### src/rtl/audio_sd_dac_if.sv
// Sample stream into the DAC output stage: 16-bit signed PCM over valid/ready.
interface audio_sd_dac_if;
    logic [15:0] in_sample;
    logic        in_valid;
    logic        in_ready;

    modport master (
        output in_sample,
        output in_valid,
        input  in_ready
    );

    modport slave (
        input  in_sample,
        input  in_valid,
        output in_ready
    );
endinterface

### src/rtl/audio_sd_dac.sv
// Audio output stage: paced one-entry sample buffer, soft gain ramp on
// start/stop, and a first-order delta-sigma modulator driving a 1-bit pin.
module audio_sd_dac #(
    parameter int unsigned CLOCK_RATE  = 3_125_000,
    parameter int unsigned SAMPLE_RATE = 16_000,
    parameter int unsigned GAIN_MAX    = 128
) (
    input  logic                 clk,
    input  logic                 rst_n,
    input  logic                 enable,
    audio_sd_dac_if.slave        in_if,
    output logic                 sample_tick,
    output logic                 audio_out,
    output logic [1:0]           state,
    output logic [7:0]           gain,
    output logic [7:0]           underrun_count
);

    localparam int unsigned DIVIDER = CLOCK_RATE / SAMPLE_RATE;
    localparam int unsigned CW      = (DIVIDER > 1) ? $clog2(DIVIDER) : 1;
    localparam logic [CW-1:0] TICK_LAST = CW'(DIVIDER - 1);
    localparam logic [7:0]    GMAX      = 8'(GAIN_MAX);

    typedef enum logic [1:0] {
        S_IDLE      = 2'd0,
        S_RAMP_UP   = 2'd1,
        S_PLAY      = 2'd2,
        S_RAMP_DOWN = 2'd3
    } state_e;

    state_e          state_q, state_d;
    logic [7:0]      gain_q, gain_d;
    logic [CW-1:0]   cnt_q;
    logic [15:0]     hold_q;
    logic            hold_full_q;
    logic [15:0]     cur_sample_q;
    logic [7:0]      underrun_q;
    logic [15:0]     scaled_q;
    logic [15:0]     acc_q;
    logic            audio_q;

    logic            tick;
    logic            accept;
    logic            clr;
    logic signed [23:0] cur_ext;
    logic signed [23:0] gain_ext;
    logic signed [23:0] prod;
    logic [15:0]     u;
    logic [16:0]     sum;

    assign tick   = (state_q != S_IDLE) && (cnt_q == TICK_LAST);
    assign accept = in_if.in_valid && in_if.in_ready;
    // Buffer, underrun count and modulator are wiped on the cycle IDLE is entered.
    assign clr    = (state_d == S_IDLE);

    assign cur_ext  = {{8{cur_sample_q[15]}}, cur_sample_q};
    assign gain_ext = {16'd0, gain_q};
    assign prod     = cur_ext * gain_ext;
    assign u        = scaled_q ^ 16'h8000;
    assign sum      = {1'b0, acc_q} + {1'b0, u};

    assign in_if.in_ready = (state_q != S_IDLE) && !hold_full_q;
    assign sample_tick    = tick;
    assign audio_out      = audio_q;
    assign state          = state_q;
    assign gain           = gain_q;
    assign underrun_count = underrun_q;

    // Gain FSM state register.
    always_ff @(posedge clk or negedge rst_n) begin
        if (!rst_n) begin
            state_q <= S_IDLE;
            gain_q  <= '0;
        end else begin
            state_q <= state_d;
            gain_q  <= gain_d;
        end
    end

    // Gain FSM next state: enable changes direction at once, gain steps only on ticks.
    always_comb begin
        state_d = state_q;
        gain_d  = gain_q;
        unique case (state_q)
            S_IDLE: begin
                if (enable) state_d = S_RAMP_UP;
            end
            S_RAMP_UP: begin
                if (!enable) begin
                    state_d = S_RAMP_DOWN;
                end else if (tick) begin
                    if (({1'b0, gain_q} + 9'd1) >= {1'b0, GMAX}) begin
                        gain_d  = GMAX;
                        state_d = S_PLAY;
                    end else begin
                        gain_d = gain_q + 8'd1;
                    end
                end
            end
            S_PLAY: begin
                gain_d = GMAX;
                if (!enable) state_d = S_RAMP_DOWN;
            end
            S_RAMP_DOWN: begin
                if (enable) begin
                    state_d = S_RAMP_UP;
                end else if (tick) begin
                    if (gain_q <= 8'd1) begin
                        gain_d  = '0;
                        state_d = S_IDLE;
                    end else begin
                        gain_d = gain_q - 8'd1;
                    end
                end
            end
            default: state_d = S_IDLE;
        endcase
    end

    // Sample period counter, parked at zero while idle.
    always_ff @(posedge clk or negedge rst_n) begin
        if (!rst_n) begin
            cnt_q <= '0;
        end else if (state_q == S_IDLE || tick) begin
            cnt_q <= '0;
        end else begin
            cnt_q <= cnt_q + 1'b1;
        end
    end

    // One-entry hold buffer, current sample and underrun accounting.
    always_ff @(posedge clk or negedge rst_n) begin
        if (!rst_n) begin
            hold_q       <= '0;
            hold_full_q  <= 1'b0;
            cur_sample_q <= '0;
            underrun_q   <= '0;
        end else if (clr) begin
            hold_full_q  <= 1'b0;
            cur_sample_q <= '0;
            underrun_q   <= '0;
        end else begin
            // Accept needs an empty hold, so it never collides with the tick's unload.
            if (tick) begin
                if (hold_full_q) begin
                    cur_sample_q <= hold_q;
                    hold_full_q  <= 1'b0;
                end else if (underrun_q != 8'hFF) begin
                    underrun_q <= underrun_q + 8'd1;
                end
            end
            if (accept) begin
                hold_q      <= in_if.in_sample;
                hold_full_q <= 1'b1;
            end
        end
    end

    // Gain scaling pipeline stage; gain of 128 is exact passthrough.
    always_ff @(posedge clk or negedge rst_n) begin
        if (!rst_n) begin
            scaled_q <= '0;
        end else begin
            scaled_q <= 16'(prod >>> 7);
        end
    end

    // First-order delta-sigma: the accumulator carry is the output bit.
    always_ff @(posedge clk or negedge rst_n) begin
        if (!rst_n) begin
            acc_q   <= '0;
            audio_q <= 1'b0;
        end else if (clr) begin
            acc_q   <= '0;
            audio_q <= 1'b0;
        end else begin
            acc_q   <= sum[15:0];
            audio_q <= sum[16];
        end
    end

endmodule
### src/flat_wrapper.sv
// flat-port wrapper written by rule: the top's interface ports become plain ports
module audio_sd_dac_flat 
#(
    parameter int unsigned CLOCK_RATE  = 3_125_000,
    parameter int unsigned SAMPLE_RATE = 16_000,
    parameter int unsigned GAIN_MAX    = 128
)
  (clk, rst_n, enable, sample_tick, audio_out, state, gain, underrun_count, in_if_in_sample, in_if_in_valid, in_if_in_ready);
  audio_sd_dac_if in_if_i ();
  input  logic clk;
  input  logic rst_n;
  input  logic enable;
  output logic sample_tick;
  output logic audio_out;
  output logic [1:0] state;
  output logic [7:0] gain;
  output logic [7:0] underrun_count;
  input wire logic [$bits(in_if_i.in_sample)-1:0] in_if_in_sample;
  input wire logic [$bits(in_if_i.in_valid)-1:0] in_if_in_valid;
  output wire logic [$bits(in_if_i.in_ready)-1:0] in_if_in_ready;
  assign in_if_i.in_sample = in_if_in_sample;
  assign in_if_i.in_valid = in_if_in_valid;
  assign in_if_in_ready = in_if_i.in_ready;
  audio_sd_dac #(.CLOCK_RATE(CLOCK_RATE), .SAMPLE_RATE(SAMPLE_RATE), .GAIN_MAX(GAIN_MAX)) u_core (.clk(clk), .rst_n(rst_n), .enable(enable), .in_if(in_if_i), .sample_tick(sample_tick), .audio_out(audio_out), .state(state), .gain(gain), .underrun_count(underrun_count));
endmodule
### config.mk
export PLATFORM = sky130hd
export DESIGN_NAME = audio_sd_dac_flat
export DESIGN_NICKNAME = d
export VERILOG_FILES = /design/src/rtl/audio_sd_dac_if.sv /design/src/rtl/audio_sd_dac.sv /design/src/flat_wrapper.sv
export SDC_FILE = /design/constraint.sdc
export NUM_CORES = 1
export LEC_CHECK = 0
export ABC_AREA = 1
export CAP_MARGIN = 20
export CELL_PAD_IN_SITES_DETAIL_PLACEMENT = 1
export CELL_PAD_IN_SITES_GLOBAL_PLACEMENT = 2
export CORE_MARGIN = 1.5
export CORE_UTILIZATION = 34
export CTS_CLUSTER_DIAMETER = 60
export DETAILED_ROUTE_END_ITERATION = 10
export MAX_ROUTING_LAYER = met4
export PLACE_DENSITY = 0.77
export SYNTH_ARGS = -nofsm -noshare
export SYNTH_HDL_FRONTEND = slang
export SYNTH_SLANG_ARGS = --single-unit
### constraint.sdc
create_clock -name clk -period 4.57 [get_ports clk]
set_input_delay 0.6855 -clock clk [delete_from_list [all_inputs] [get_ports clk]]
set_output_delay 0.6855 -clock clk [all_outputs]
set_load 0.05 [all_outputs]
=== Yosys cells after proc, flatten, opt, wreduce, memory -nomap -nowiden ===
Cells that the tools add are included.

* Output and inout port bits: 21
* Input port bits: 20
* Register bits: 92
* Logic and storage cells: 77

* Multiplexer cells: 29
* Reductions and logical operators: 17
* Bitwise gates (word level): 2
* Add/sub/neg operators: 6
* Eq/ne operators: 10
* $mul: 1
* $lt $le $gt $ge: 2

{| class="wikitable"
|+ Operators with widths
! operator !! count
|-
| $mux W8 || 11
|-
| $mux W16 || 4
|-
| $add A8 B1 Y8 const B || 3
|-
| $pmux W8 S3 || 1
|-
| $mul A16 B9 Y23 || 1
|-
| $add A16 B16 Y17 || 1
|-
| $mux W2 || 8
|-
| $add A8 B1 Y9 const B || 1
|-
| $ge A9 B8 Y1 const B || 1
|-
| $eq A8 B8 Y1 const B || 1
|-
| $le A8 B1 Y1 const B || 1
|-
| $ne A8 B8 Y1 const B || 1
|-
| $pmux W2 S4 || 1
|-
| $reduce_bool A2 Y1 || 4
|-
| $sub A8 B1 Y8 const B || 1
|-
| $ne A2 B2 Y1 const B || 3
|-
| $reduce_bool A3 Y1 || 2
|-
| $reduce_and A5 Y1 || 1
|-
| $eq A2 B2 Y1 const B || 2
|-
| $logic_not A2 Y1 || 2
|-
| $mux W1 || 4
|-
| $ne A2 B1 Y1 const B || 2
|-
| $reduce_and A2 Y1 || 2
|-
| $logic_and A1 B1 Y1 || 3
|-
| other kinds (5) || 6
|}

=== Depth between registers and ports, before layout ===
* Depth after elaboration: 9
* Mapped depth: 23
* Gate-level depth less buffers: 21

=== Least setup slack after synthesis ===
OpenSTA, ideal clock, no wires.

* Kind: flip-flop to flip-flop
* From: register u_core.gain_q[5] (netlist: u_core.gain[5])
* To: register u_core.scaled_q[10]
* Period minus slack after synthesis: 4,848 ps
* Setup slack: -278 ps
* Required time: 4,447 ps
* Cell stages (with the launch flop): 18
* Setup time: 123 ps
* Buffers on the path: 2
* Data arrival time: 4,725 ps
* Cells stage by stage: dfrtp_1 clkbuf_1 buf_1 nand2_1 fa_1 inv_1 fa_1 fa_1 inv_1 fa_1 inv_1 ha_1 nand2_1 nor2_1 nand4_1 o21ai_0 a21oi_1 xnor2_1

* Longest elaborated chain between the ends: 1

{| class="wikitable"
|+ RTL lines
! element !! RTL line !! source
|-
| start: declaration || audio_sd_dac.sv:32 || <nowiki>logic [7:0] gain_q, gain_d;</nowiki>
|-
| start signal: assignment || audio_sd_dac.sv:76 || <nowiki>gain_q <= gain_d;</nowiki>
|-
| $mul A16 B9 Y23 || audio_sd_dac.sv:58 || <nowiki>assign prod = cur_ext * gain_ext;</nowiki>
|-
| via u_core.prod[17] || audio_sd_dac.sv:47 || <nowiki>logic signed [23:0] prod;</nowiki>
|-
| end signal: assignment || audio_sd_dac.sv:164 || <nowiki>scaled_q <= 16'(prod >>> 7);</nowiki>
|-
| end: declaration || audio_sd_dac.sv:38 || <nowiki>logic [15:0] scaled_q;</nowiki>
|}

The timed path passes the listed nets, and every way through them passes these cells.
A chain may end at the register's enable or synchronous reset.

=== Worst setup path in the final report ===
* From: register u_core.gain_q[5] (netlist: u_core.gain[5])
* To: register u_core.scaled_q[14]

Same word-level chain as after synthesis.

==> impl_metrics.toml <==
[status]
run_status = "complete, no violations"

[synth]
synth-main-ff-cell = "dfrtp_1"
synth_cell_type_count = 46
yosysMostFrequentCell = "nand2_1"
synthesis.area_um2 = 9388
yosysWarnings = 0
synth-seq-area-share_pct = 24.52
syn_avg_cell_area_um2 = 7.936
synth_common_cells = "nand2_1, inv_1, fa_1"
syn_nets = 1363
synth_edf_count = 0
yosys.area.top_type_share_pct = 24.52
synthArstFlopShare_pct = 100.0
ys_ff_latch = 92
yosysTopAreaCell = "dfrtp_1"
syn_inst = 1183
synth.area.top_cells = "dfrtp_1, fa_1, nand2_1"

[sta]
max_freq_mhz = 227.0
hold_ws_ns = 0.4089
clock_skew_ns = 0.01674
tightest_slew_ns = 0.8533
rsz0062_at_grt = "yes"
drv_slew = 0
hold_violations = 0
period_share_pct = 96.40
fin_crit_ns = 4.406
finalSetupViolations = 0
slew-limit-headroom_pct = 43.12

[power_and_ir_drop]
total_power_mw = 3.533
p_leak_nw = 5.907
pwr_density_cell_nw_per_um2 = 327.9
ir_drop_v = 0.0005716

[detailed_routing]
vias = 7481
vias_per_cell = 4.723
drtIter0Drc = 318
drc = 0
wl_mm = 24.63
wire_per_inst_um = 15.55
drt_first_pass_iters = 4
ant_nets = 0

[placement]
gp_congestion = 0.8320
hpwl_mm = 19.58
dp.cells = 1548
portBuffers = 40
placed_area_um2 = 10190

[floorplan]
num_rows = 60
coreArea_um2 = 27030
start_util_pct = 34.74
chipWidth_um = 169.2
io_pins = 41
dieHeight_um = 169.2
die-area_um2 = 28620

[clocking]
htree_levels = 3
clock_sinks = 92
clk_latency_ns = 0.36
cts_max_path_buffers = 2
path_clk_slew_ns = 0.08
cts-root-buf = "clkbuf_16"
cts_tree = "done"
cts_buffers = 9

[min_path]
hold_path.class = "in2async"

[worst_setup_path]
crit_chain = "buf_4 -> buf_4 -> nand2_1 -> fa_1 -> inv_1 -> fa_1 -> fa_1 -> inv_1 -> fa_1 -> inv_1 -> ha_1 -> a21oi_2 -> o21ai_0 -> a21oi_1 -> o211ai_1 -> xor2_1"
slowest_stage = "fa_1"
worstSetupEndpointType = "flip-flop"
r2r-start = "u_core.gain[5]"
cp.arrival_ns = 4.64
r2r_slack_ns = 0.16
start_kind = "flip-flop"
crit_required_ns = 4.80
cpPeakStageDelay_ns = 0.55
path_max_fanout = 5
critical_path_class = "reg2reg"
critPathTopFamily = "adder cells"
ff2ff_path_depth = 16
critPathBufInv = 5
cp_common_cell = "fa_1"
r2r-end = "u_core.scaled_q[14]"

[finish]
fillers = 3298
antenna_cells = 0
final_net_count = 1418
layout-drive-gt1-share_pct = 12.31
fin_cells = 1584
syn_to_final_growth_pct = 14.78
design_area_um2 = 10780

[global_routing]
first_global_vias = 8150
grt_pass1_wl_mm = 41.52
antenna_found_initial = 0
grt_max_degree = 65
grtUsageTotal_pct = 18.73
grt-ovfl-total = 0

[job]
cap_violations = 0
-- sequential cells by signal, summed over array words and instances, names as in the netlist --
name and count:
u_core.underrun_count 8, u_core.gain 8, u_core.cnt_q 8, u_core.acc_q 16, u_core.scaled_q 16, u_core.state 2
u_core.cur_sample_q 16, u_core.hold_full_q 1, u_core.hold_q 16, u_core.audio_out 1
-- layout make-up --
type	count	area, um2	share of cell area [%]
flip-flops and latches	92	2326	21.59
well taps	341	426.7	3.960
clock buffers	9	225.2	2.090
multi-input cells	796	6020	55.86
repair buffers	88	769.5	7.141
inverters	251	942.2	8.744
clock inverters	7	66.31	0.6154
-- metrics by stage --
| stage | util (%) | setup TNS (ns) | worst slack (ns) |
|---|---|---|---|
| 2_1_floorplan | - | 0 | 0.05408 |
| 3_3_place_gp | 37.72 | 0 | 0.03356 |
| 3_5_place_dp | 37.72 | -0.02866 | -0.02866 |
| 4_1_cts | 38.81 | 0 | 0.003627 |
| 5_1_grt | 39.87 | -0.01655 | -0.009478 |
| 6_report | 39.87 | 0 | 0.1643 |
-- how the worst max path moves through the flow --
stage                         from                  end  depth (start not counted)
finish              u_core.gain[5]  u_core.scaled_q[14]                         16
global route        u_core.gain[4]  u_core.scaled_q[15]                         21
CTS                 u_core.gain[4]  u_core.scaled_q[14]                         16
detailed placement  u_core.gain[6]  u_core.scaled_q[14]                         17
global placement    u_core.gain[6]  u_core.scaled_q[14]                         17
floorplan           u_core.gain[2]  u_core.scaled_q[15]                         20
-- power by group --
group          leakage (nW)  total [mW]  internal [mW]  switching, mW
registers              1.21        1.18          0.965          0.213
clock network         0.138       0.762          0.385          0.377
logic                  4.56        1.59          0.541           1.05
-- placed cells by master, fill, tap and decap left out, types with 3 or more instances in the layout --
cell	Yosys	final
fa_1	97	97
ha_4	0	7
inv_8	0	3
buf_4	6	45
o21bai_1	6	6
dfrtp_1	92	75
dfrtp_2	0	16
or2_2	3	3
a21oi_2	16	18
xor2_1	24	24
nor3_1	12	11
inv_2	6	6
clkbuf_16	0	9
o21ai_0	23	21
nand2_1	291	289
nand3_1	59	59
xnor2_1	15	15
nand2_2	14	16
clkdlybuf4s50_1	0	39
nor2_1	82	80
ha_1	63	55
a31oi_1	7	7
inv_1	244	244
a21oi_1	40	38
a21o_1	5	5
nand4_1	9	9
o21ai_1	3	5
nor2_4	5	5
-- metal layers --
metal | global-route usage [%] | up-vias | wire (um)
li1 | - | 3685 | -
met1 | 24.13 | 3713 | 11610
met2 | 32.22 | 67 | 12230
met3 | 2.146 | 16 | 491
met4 | 3.078 | 0 | 294
met5 | - | - | 0
-- what timing repair did --
action / CTS / global route
resized for setup: 3 / 30
hold buffers: 0 / 0
pin swaps: 0 / 3
setup endpoints to repair: 1 / 8
buffers inserted: 0 / 20
-- logic make-up (layout without fill, tap and decap cells) --
group	count (synthesis)	after routing	share of synthesized area (%)
simple gates	488	488	22.94
buf+inv	295	355	12.55
fa+ha+maj	160	160	29.08
compound gates	109	109	7.264
flops	92	92	24.52
xor+xnor	39	39	3.639
Power figures use the tool's default switching activity.
